===== config.mk =====
export PLATFORM = sky130hd
export DESIGN_NAME = aes_steg_sequencer
export DESIGN_NICKNAME = d
export VERILOG_FILES = /design/src/rtl/aes_steg_pkg.sv /design/src/rtl/steg_fifo.sv /design/src/rtl/aes_steg_sequencer.sv
export SDC_FILE = /design/constraint.sdc
export NUM_CORES = 2
export LEC_CHECK = 0
export ABC_AREA = 1
export ABC_CLOCK_PERIOD_IN_PS = 4830
export BUFFER_PORTS_ARGS = -buffer_cell sky130_fd_sc_hd__buf_2
export CORE_AREA = 10 10 376 378
export DETAILED_ROUTE_END_ITERATION = 7
export DIE_AREA = 0 0 386 388
export GPL_TIMING_DRIVEN = 1
export PLACE_DENSITY = 0.58
export RECOVER_POWER = 25
export SYNTH_ARGS = -nofsm -noshare
export SYNTH_HDL_FRONTEND = slang
export SYNTH_HIERARCHICAL = 1
export SYNTH_SLANG_ARGS = --single-unit

===== constraint.sdc =====
create_clock -name i_clk -period 4.83 [get_ports i_clk]
set_input_delay 0.2415 -clock i_clk [delete_from_list [all_inputs] [get_ports i_clk]]
set_output_delay 0.2415 -clock i_clk [all_outputs]
set_load 0.05 [all_outputs]

===== src/rtl/aes_steg_pkg.sv =====
// rtl/aes_steg_pkg.sv - state encoding and sizing helpers for the AES/stego frame sequencer
package aes_steg_pkg;

  typedef enum logic [1:0] {
    ST_IDLE = 2'd0,
    ST_LOAD = 2'd1,
    ST_ENC  = 2'd2,
    ST_HOLD = 2'd3
  } seq_state_t;

  // Bits needed to index one block's serial bit position.
  function automatic int bit_cnt_w(input int blk_w);
    return $clog2(blk_w);
  endfunction

  // Bits needed to count 0..nblk encrypted blocks.
  function automatic int blk_cnt_w(input int nblk);
    return $clog2(nblk + 1);
  endfunction

  // FIFO pointer: address bits plus one wrap bit.
  function automatic int ptr_w(input int depth);
    return $clog2(depth) + 1;
  endfunction

  // FIFO occupancy 0..depth.
  function automatic int level_w(input int depth);
    return $clog2(depth + 1);
  endfunction

endpackage


===== src/rtl/steg_fifo.sv =====
// rtl/steg_fifo.sv - synchronous ciphertext FIFO with wrap-bit pointers
module steg_fifo
  import aes_steg_pkg::*;
#(
  parameter int WIDTH = 129,
  parameter int DEPTH = 4
) (
  input  logic                        i_clk,
  input  logic                        i_rst_n,
  input  logic                        i_wr_en,
  input  logic [WIDTH-1:0]            i_wr_data,
  input  logic                        i_rd_en,
  output logic [WIDTH-1:0]            o_rd_data,
  output logic                        o_full,
  output logic                        o_empty,
  output logic [level_w(DEPTH)-1:0]   o_level
);
  localparam int PW = ptr_w(DEPTH);
  localparam int AW = PW - 1;
  localparam int LW = level_w(DEPTH);

  logic [WIDTH-1:0] r_mem [DEPTH];
  logic [PW-1:0]    r_wr_ptr;
  logic [PW-1:0]    r_rd_ptr;
  logic [PW-1:0]    w_diff;
  logic             w_wr;
  logic             w_rd;

  assign o_empty   = (r_wr_ptr == r_rd_ptr);
  assign o_full    = (r_wr_ptr[AW-1:0] == r_rd_ptr[AW-1:0]) && (r_wr_ptr[AW] != r_rd_ptr[AW]);
  assign w_wr      = i_wr_en && !o_full;
  assign w_rd      = i_rd_en && !o_empty;
  assign w_diff    = r_wr_ptr - r_rd_ptr;
  assign o_level   = LW'(w_diff);
  assign o_rd_data = r_mem[r_rd_ptr[AW-1:0]];

  // Pointer and storage update; full/empty guards make overflow and underflow impossible.
  always_ff @(posedge i_clk or negedge i_rst_n) begin
    if (!i_rst_n) begin
      r_wr_ptr <= '0;
      r_rd_ptr <= '0;
      for (int i = 0; i < DEPTH; i++) r_mem[i] <= '0;
    end else begin
      if (w_wr) begin
        r_mem[r_wr_ptr[AW-1:0]] <= i_wr_data;
        r_wr_ptr                <= r_wr_ptr + 1'b1;
      end
      if (w_rd) r_rd_ptr <= r_rd_ptr + 1'b1;
    end
  end

endmodule


===== src/rtl/aes_steg_sequencer.sv =====
// rtl/aes_steg_sequencer.sv - serial load, AES-CBC launch/chaining and stego drain sequencer
module aes_steg_sequencer
  import aes_steg_pkg::*;
#(
  parameter int BLK_W = 128,
  parameter int DEPTH = 4,
  parameter int NBLK  = 8,
  parameter int CBC   = 1
) (
  input  logic                        i_clk,
  input  logic                        i_rst_n,
  input  logic                        i_start,
  input  logic                        i_bit_valid,
  input  logic                        i_key_bit,
  input  logic                        i_payload_bit,
  input  logic                        i_iv_bit,
  output logic [BLK_W-1:0]            o_aes_key,
  output logic [BLK_W-1:0]            o_aes_data,
  output logic [BLK_W-1:0]            o_aes_iv,
  output logic                        o_aes_start,
  input  logic                        i_aes_done,
  input  logic [BLK_W-1:0]            i_aes_ct,
  output logic [BLK_W-1:0]            o_steg_payload,
  output logic                        o_steg_valid,
  input  logic                        i_steg_ready,
  output logic [blk_cnt_w(NBLK)-1:0]  o_blk_cnt,
  output logic [level_w(DEPTH)-1:0]   o_fifo_level,
  output logic                        o_busy,
  output logic                        o_frame_done,
  output logic                        o_err_spurious
);
  localparam int CW = bit_cnt_w(BLK_W);
  localparam int BW = blk_cnt_w(NBLK);
  localparam logic [CW-1:0] LAST_BIT = CW'(BLK_W - 1);
  localparam logic [BW-1:0] LAST_BLK = BW'(NBLK - 1);

  seq_state_t       r_state;
  seq_state_t       w_state_nxt;
  logic [CW-1:0]    r_bit_cnt;
  logic [BW-1:0]    r_blk_cnt;
  logic [BLK_W-1:0] r_key;
  logic [BLK_W-1:0] r_data;
  logic [BLK_W-1:0] r_iv;
  logic [BLK_W-1:0] r_hold;
  logic             r_aes_start;
  logic             r_err;
  logic             r_steg_valid;
  logic             r_steg_last;
  logic [BLK_W-1:0] r_steg_payload;
  logic             w_shift;
  logic             w_last_bit;
  logic             w_last_blk;
  logic             w_wr_en;
  logic [BLK_W-1:0] w_wr_data;
  logic             w_full;
  logic             w_empty;
  logic             w_xfer;
  logic             w_pop;
  logic [BLK_W:0]   w_rd_word;

  assign w_shift    = (r_state == ST_LOAD) && i_bit_valid;
  assign w_last_bit = w_shift && (r_bit_cnt == LAST_BIT);
  assign w_last_blk = (r_blk_cnt == LAST_BLK);
  assign w_xfer     = r_steg_valid && i_steg_ready;
  assign w_pop      = (!r_steg_valid || w_xfer) && !w_empty;

  assign o_aes_key      = r_key;
  assign o_aes_data     = r_data;
  assign o_aes_iv       = (CBC != 0) ? r_iv : '0;
  assign o_aes_start    = r_aes_start;
  assign o_steg_payload = r_steg_payload;
  assign o_steg_valid   = r_steg_valid;
  assign o_blk_cnt      = r_blk_cnt;
  assign o_busy         = (r_state != ST_IDLE) || !w_empty;
  assign o_frame_done   = w_xfer && r_steg_last;
  assign o_err_spurious = r_err;

  // State register.
  always_ff @(posedge i_clk or negedge i_rst_n) begin
    if (!i_rst_n) r_state <= ST_IDLE;
    else          r_state <= w_state_nxt;
  end

  // Next state and FIFO write source; a full FIFO parks the ciphertext in HOLD.
  always_comb begin
    w_state_nxt = r_state;
    w_wr_en     = 1'b0;
    w_wr_data   = i_aes_ct;
    case (r_state)
      ST_IDLE: if (i_start) w_state_nxt = ST_LOAD;
      ST_LOAD: if (w_last_bit) w_state_nxt = ST_ENC;
      ST_ENC: begin
        if (i_aes_done) begin
          if (w_full) begin
            w_state_nxt = ST_HOLD;
          end else begin
            w_wr_en     = 1'b1;
            w_state_nxt = w_last_blk ? ST_IDLE : ST_LOAD;
          end
        end
      end
      ST_HOLD: begin
        w_wr_data = r_hold;
        if (!w_full) begin
          w_wr_en     = 1'b1;
          w_state_nxt = w_last_blk ? ST_IDLE : ST_LOAD;
        end
      end
      default: w_state_nxt = ST_IDLE;
    endcase
  end

  // Load shifting, launch pulse, block counting and CBC chaining.
  always_ff @(posedge i_clk or negedge i_rst_n) begin
    if (!i_rst_n) begin
      r_bit_cnt   <= '0;
      r_blk_cnt   <= '0;
      r_key       <= '0;
      r_data      <= '0;
      r_iv        <= '0;
      r_hold      <= '0;
      r_aes_start <= 1'b0;
      r_err       <= 1'b0;
    end else begin
      r_aes_start <= w_last_bit;
      if ((r_state == ST_IDLE) && i_start) begin
        r_bit_cnt <= '0;
        r_blk_cnt <= '0;
      end
      if (w_shift) begin
        r_bit_cnt <= w_last_bit ? '0 : r_bit_cnt + 1'b1;
        r_data    <= {r_data[BLK_W-2:0], i_payload_bit};
        if (r_blk_cnt == '0) begin
          r_key <= {r_key[BLK_W-2:0], i_key_bit};
          r_iv  <= {r_iv[BLK_W-2:0], i_iv_bit};
        end
      end
      if ((r_state == ST_ENC) && i_aes_done && w_full) r_hold <= i_aes_ct;
      if (w_wr_en) begin
        r_blk_cnt <= r_blk_cnt + 1'b1;
        r_bit_cnt <= '0;
        if (CBC != 0) r_iv <= w_wr_data;
      end
      if (i_aes_done && (r_state != ST_ENC)) r_err <= 1'b1;
    end
  end

  // Drain register toward the stego core; refills on the transfer cycle for back-to-back blocks.
  always_ff @(posedge i_clk or negedge i_rst_n) begin
    if (!i_rst_n) begin
      r_steg_valid   <= 1'b0;
      r_steg_last    <= 1'b0;
      r_steg_payload <= '0;
    end else if (w_pop) begin
      r_steg_valid   <= 1'b1;
      r_steg_last    <= w_rd_word[BLK_W];
      r_steg_payload <= w_rd_word[BLK_W-1:0];
    end else if (w_xfer) begin
      r_steg_valid <= 1'b0;
      r_steg_last  <= 1'b0;
    end
  end

  steg_fifo #(
    .WIDTH (BLK_W + 1),
    .DEPTH (DEPTH)
  ) u_fifo (
    .i_clk     (i_clk),
    .i_rst_n   (i_rst_n),
    .i_wr_en   (w_wr_en),
    .i_wr_data ({w_last_blk, w_wr_data}),
    .i_rd_en   (w_pop),
    .o_rd_data (w_rd_word),
    .o_full    (w_full),
    .o_empty   (w_empty),
    .o_level   (o_fifo_level)
  );

endmodule


==> flow_metrics.env <==
export IMPL_status="complete, but fails checks"
export IMPL_violations="max-capacitance violations, max-slew violations"
export IMPL_remaining_max_slew_budget_at_the_tightest_pin_pct=-78.13
export IMPL_cts_made_buffers=137
export IMPL_chipHeight_um=388
export IMPL_worstHoldEndpoint="o_aes_key[0]"
export IMPL_grt_start_max_net_pins=229
export IMPL_synth_common_cells="sky130_fd_sc_hd__nand2_1 (3207), sky130_fd_sc_hd__dfrtp_1 (1179), sky130_fd_sc_hd__nand4_1 (517)"
export IMPL_die_area_sq_mm=0.1498
export IMPL_rr_endpoint="u_fifo/r_mem[399]"
export IMPL_synth_enable_flop_cells=0
export IMPL_ys_ff_latch=1179
export IMPL_power_ir_vdd_worst_mv=0.5146
export IMPL_power_per_cell_area_mw_per_mm2=560.3
export IMPL_initial_util_pct=39.91
export IMPL_synthTopCellsByArea="sky130_fd_sc_hd__dfrtp_1 (55%), sky130_fd_sc_hd__nand2_1 (23%), sky130_fd_sc_hd__nand4_1 (6.1%), sky130_fd_sc_hd__o21ai_0 (4.2%), sky130_fd_sc_hd__nor2_1 (2.4%)"
export IMPL_number_of_instances_in_the_synthesized_netlist=6672
export IMPL_nFillCells=13140
export IMPL_finalMaxSlewViolations=209
export IMPL_hold_slack_ns=0.2270
export IMPL_clock_tree_buffer_depth=3
export IMPL_yosys_warnings=6
export IMPL_wire_length_of_the_first_global_routing_pass_um=287900
export IMPL_timing_final_crit_share_pct=76.74
export IMPL_dieWidth_um=386
export IMPL_layout_core_utilization_pct=47.59
export IMPL_timing_worst_setup_path_type="in2async"
export IMPL_clk_pin_slew_ns=0.06
export IMPL_cts_tree="done"
export IMPL_initial_antenna_violation_count=8
export IMPL_clock_sink_count=1179
export IMPL_critPathArrivalTime_ns=4.21
export IMPL_root_buffer="sky130_fd_sc_hd__clkbuf_16"
export IMPL_setup_violations=0
export IMPL_layout_min_cycle_time_ns=3.707
export IMPL_placedCellCount=8687
export IMPL_htreeDepth=4
export IMPL_yosys_area_top_type_share_pct=55.46
export IMPL_postSynthNetCount=6820
export IMPL_mappedNetlistArea_sq_mm=0.05320
export IMPL_layout_area_seq_sq_mm=0.02951
export IMPL_min_delay_path_class="in2reg"
export IMPL_cts_hold_buffers_added=136
export IMPL_max_cap_violations=6
export IMPL_max_clock_freq_mhz=269.8
export IMPL_timing_critical_path_to_type="asynchronous set/reset pin"
export IMPL_whs_path_depth=4
export IMPL_number_of_global_route_vias_before_repair=46293
export IMPL_worstPathBufferInverterCount=3
export IMPL_r2r_slack_ns=1.19
export IMPL_synth_area_per_cell_sq_um=7.974
export IMPL_final_layout_size_suffix_gt1_share_pct=13.57
export IMPL_final_worst_path_setup_slack_ns=1.124
export IMPL_cp_max_fo=84
export IMPL_drtAntennaViolNets=0
export IMPL_worst_skew_pair_late_latency_ns=0.78
export IMPL_remaining_drc_errors=0
export IMPL_placed_cell_area_sq_mm=0.05751
export IMPL_final_instance_count_excl_fill=9070
export IMPL_critical_path_reg2reg_startpoint="u_fifo/r_wr_ptr[0]"
export IMPL_floorplan_rows=134
export IMPL_post_cts_setup_buffer_count=0
export IMPL_synth_most_common_cell="sky130_fd_sc_hd__nand2_1"
export IMPL_cp_data_required_time_ns=5.34
export IMPL_overflow=0
export IMPL_count_of_pins_on_the_block_boundary=661
export IMPL_multi_input_area_sq_mm=0.02051
export IMPL_fin_setup_tns_ns=0
export IMPL_via_count=47314
export IMPL_path_cells="dlygate4sd3_1, clkbuf_2, clkbuf_1"
export IMPL_hold_viol=0
export IMPL_worst_clock_skew_ns=0.02982
export IMPL_pre_cts_slack_ns=1.160
export IMPL_port_buffers=660
export IMPL_route_final_wire_length_um=186300
export IMPL_initialDrtViolationCount=3932
export IMPL_worst_setup_path_start_kind="input port"
export IMPL_netlist_cell_type_count=27
export IMPL_netlist_top_cell_by_area="sky130_fd_sc_hd__dfrtp_1"
export IMPL_slowest_stage="sky130_fd_sc_hd__clkbuf_2"
export IMPL_rsz_0062_raised_after_global_routing="false"
export IMPL_dp_final_hpwl_um=115600
export IMPL_areaGrowthSynthToFinish_pct=19.24
export IMPL_seq_area_frac_synth_pct=55.46
export IMPL_cpPeakStageDelay_ns=1.83
export IMPL_nets=7342
export IMPL_wire_per_inst_um=20.54
export IMPL_ff2ff_path_depth=14
export IMPL_finalPower_mw=35.54
export IMPL_worstHoldStart="i_key_bit"
export IMPL_ctsResizeCount=0
export IMPL_synth_main_ff_cell="sky130_fd_sc_hd__dfrtp_1"
export IMPL_core_area_sq_mm=0.1333
export IMPL_area_of_all_placed_cells_without_fillers_sq_mm=0.06343
export IMPL_p_leak_nw=35.23
export IMPL_drt_pre_antenna_iters=6
export IMPL_asyncSetResetFlopFracSynth_pct=100.0
export IMPL_cp_top_delay_family="buffers and inverters"
export IMPL_gp_routability_congestion=0.8445
export IMPL_number_of_vias_per_cell=5.217
export IMPL_grt_total_usage_pct=24.27
export IMPL_max_slew_worst_pin_slew_ns=2.672
[where the power goes]
part	leakage (nW)	switching (mW)	internal, mW	total, mW
clock network	2.28	4.28	6.39	10.7
logic	16.9	9.49	2.78	12.3
registers	16.0	1.13	11.5	12.6
total	35.2	14.9	20.6	35.5
[cell usage in the layout (no fill, tap or decap), types with 2 or more instances in the layout]
cell type,synthesis,layout
sky130_fd_sc_hd__nand2_1,3207,3204
sky130_fd_sc_hd__dfrtp_1,1179,1177
sky130_fd_sc_hd__buf_2,242,659
sky130_fd_sc_hd__nand4_1,517,517
sky130_fd_sc_hd__o21ai_0,447,447
sky130_fd_sc_hd__nor2_1,334,332
sky130_fd_sc_hd__inv_1,221,219
sky130_fd_sc_hd__clkbuf_16,0,145
sky130_fd_sc_hd__dlygate4sd3_1,0,136
sky130_fd_sc_hd__o22ai_1,132,132
sky130_fd_sc_hd__a21oi_1,64,64
sky130_fd_sc_hd__buf_4,19,55
sky130_fd_sc_hd__clkbuf_1,198,34
sky130_fd_sc_hd__clkbuf_8,0,32
sky130_fd_sc_hd__buf_12,0,28
sky130_fd_sc_hd__clkinv_2,0,19
sky130_fd_sc_hd__nand3_1,19,15
sky130_fd_sc_hd__o21ai_1,13,12
sky130_fd_sc_hd__bufinv_16,0,8
sky130_fd_sc_hd__diode_2,0,7
sky130_fd_sc_hd__nand3_4,0,7
sky130_fd_sc_hd__ha_1,10,6
sky130_fd_sc_hd__inv_6,0,5
sky130_fd_sc_hd__nand2_4,0,4
sky130_fd_sc_hd__xor2_1,4,4
sky130_fd_sc_hd__clkbuf_2,0,4
sky130_fd_sc_hd__ha_4,0,4
sky130_fd_sc_hd__inv_4,0,3
sky130_fd_sc_hd__clkinvlp_4,0,3
sky130_fd_sc_hd__nor2_4,0,2
sky130_fd_sc_hd__inv_2,4,2
sky130_fd_sc_hd__clkinv_8,0,2
sky130_fd_sc_hd__dfrtp_4,0,2
[per-layer routing]
layer,routed length [um],global-route usage [%],vias to the layer above,share of wire [%]
met5,0,0,-,0
met4,4861,7.239,0,2.6
met3,15380,6.889,246,8.3
met2,86830,38.61,1496,47
met1,79230,31.92,23084,43
li1,-,-,22488,-
[worst max-delay path by stage]
stage	startpoint	slack (ns)	cells past startpoint	endpoint
floorplan	u_fifo/r_rd_ptr[1]	1.32	20	u_fifo/r_mem[483]
CTS	u_fifo/r_wr_ptr[0]	1.16	12	o_steg_payload[97]
finish	i_rst_n	1.12	3	o_aes_iv[84]
detailed placement	u_fifo/r_wr_ptr[0]	1.16	12	o_steg_payload[96]
global route	i_rst_n	0.50	3	o_aes_iv[87]
global placement	u_fifo/r_wr_ptr[0]	1.24	12	o_steg_payload[57]
[state kept, by name (all words and copies together), names as in the netlist, 2 cells and up]
name,count
u_fifo/r_mem,516
o_aes_data,128
o_aes_iv,128
o_aes_key,128
o_steg_payload,128
r_hold,128
r_bit_cnt,7
o_blk_cnt,4
u_fifo/r_rd_ptr,3
u_fifo/r_wr_ptr,3
r_state,2
[worst min-delay path, cell delays in order]
cell and delay, ns:
sky130_fd_sc_hd__dlygate4sd3_1 0.52, sky130_fd_sc_hd__buf_2 0.09, sky130_fd_sc_hd__nand2_1 0.04, sky130_fd_sc_hd__o21ai_0 0.06
[logic make-up after synthesis]
kind of cell    synth area share [%]
simple gates                   31.33
flops                          55.46
buf+inv                        6.327
compound gates                 6.527
fa+ha+maj                     0.2728
xor+xnor                     0.08231
[cell type report]
| class | instances | share of cell area [%] |
|---|---|---|
| diodes | 7 | 0.02761 |
| clock buffers | 201 | 6.556 |
| clock inverters | 39 | 0.7298 |
| inverters | 225 | 1.355 |
| multi-input cells | 4758 | 32.34 |
| flip-flops and latches | 1179 | 46.52 |
| well taps | 1768 | 3.487 |
| repair buffers | 893 | 8.982 |
Note: power is estimated with default switching activity, not from simulation.
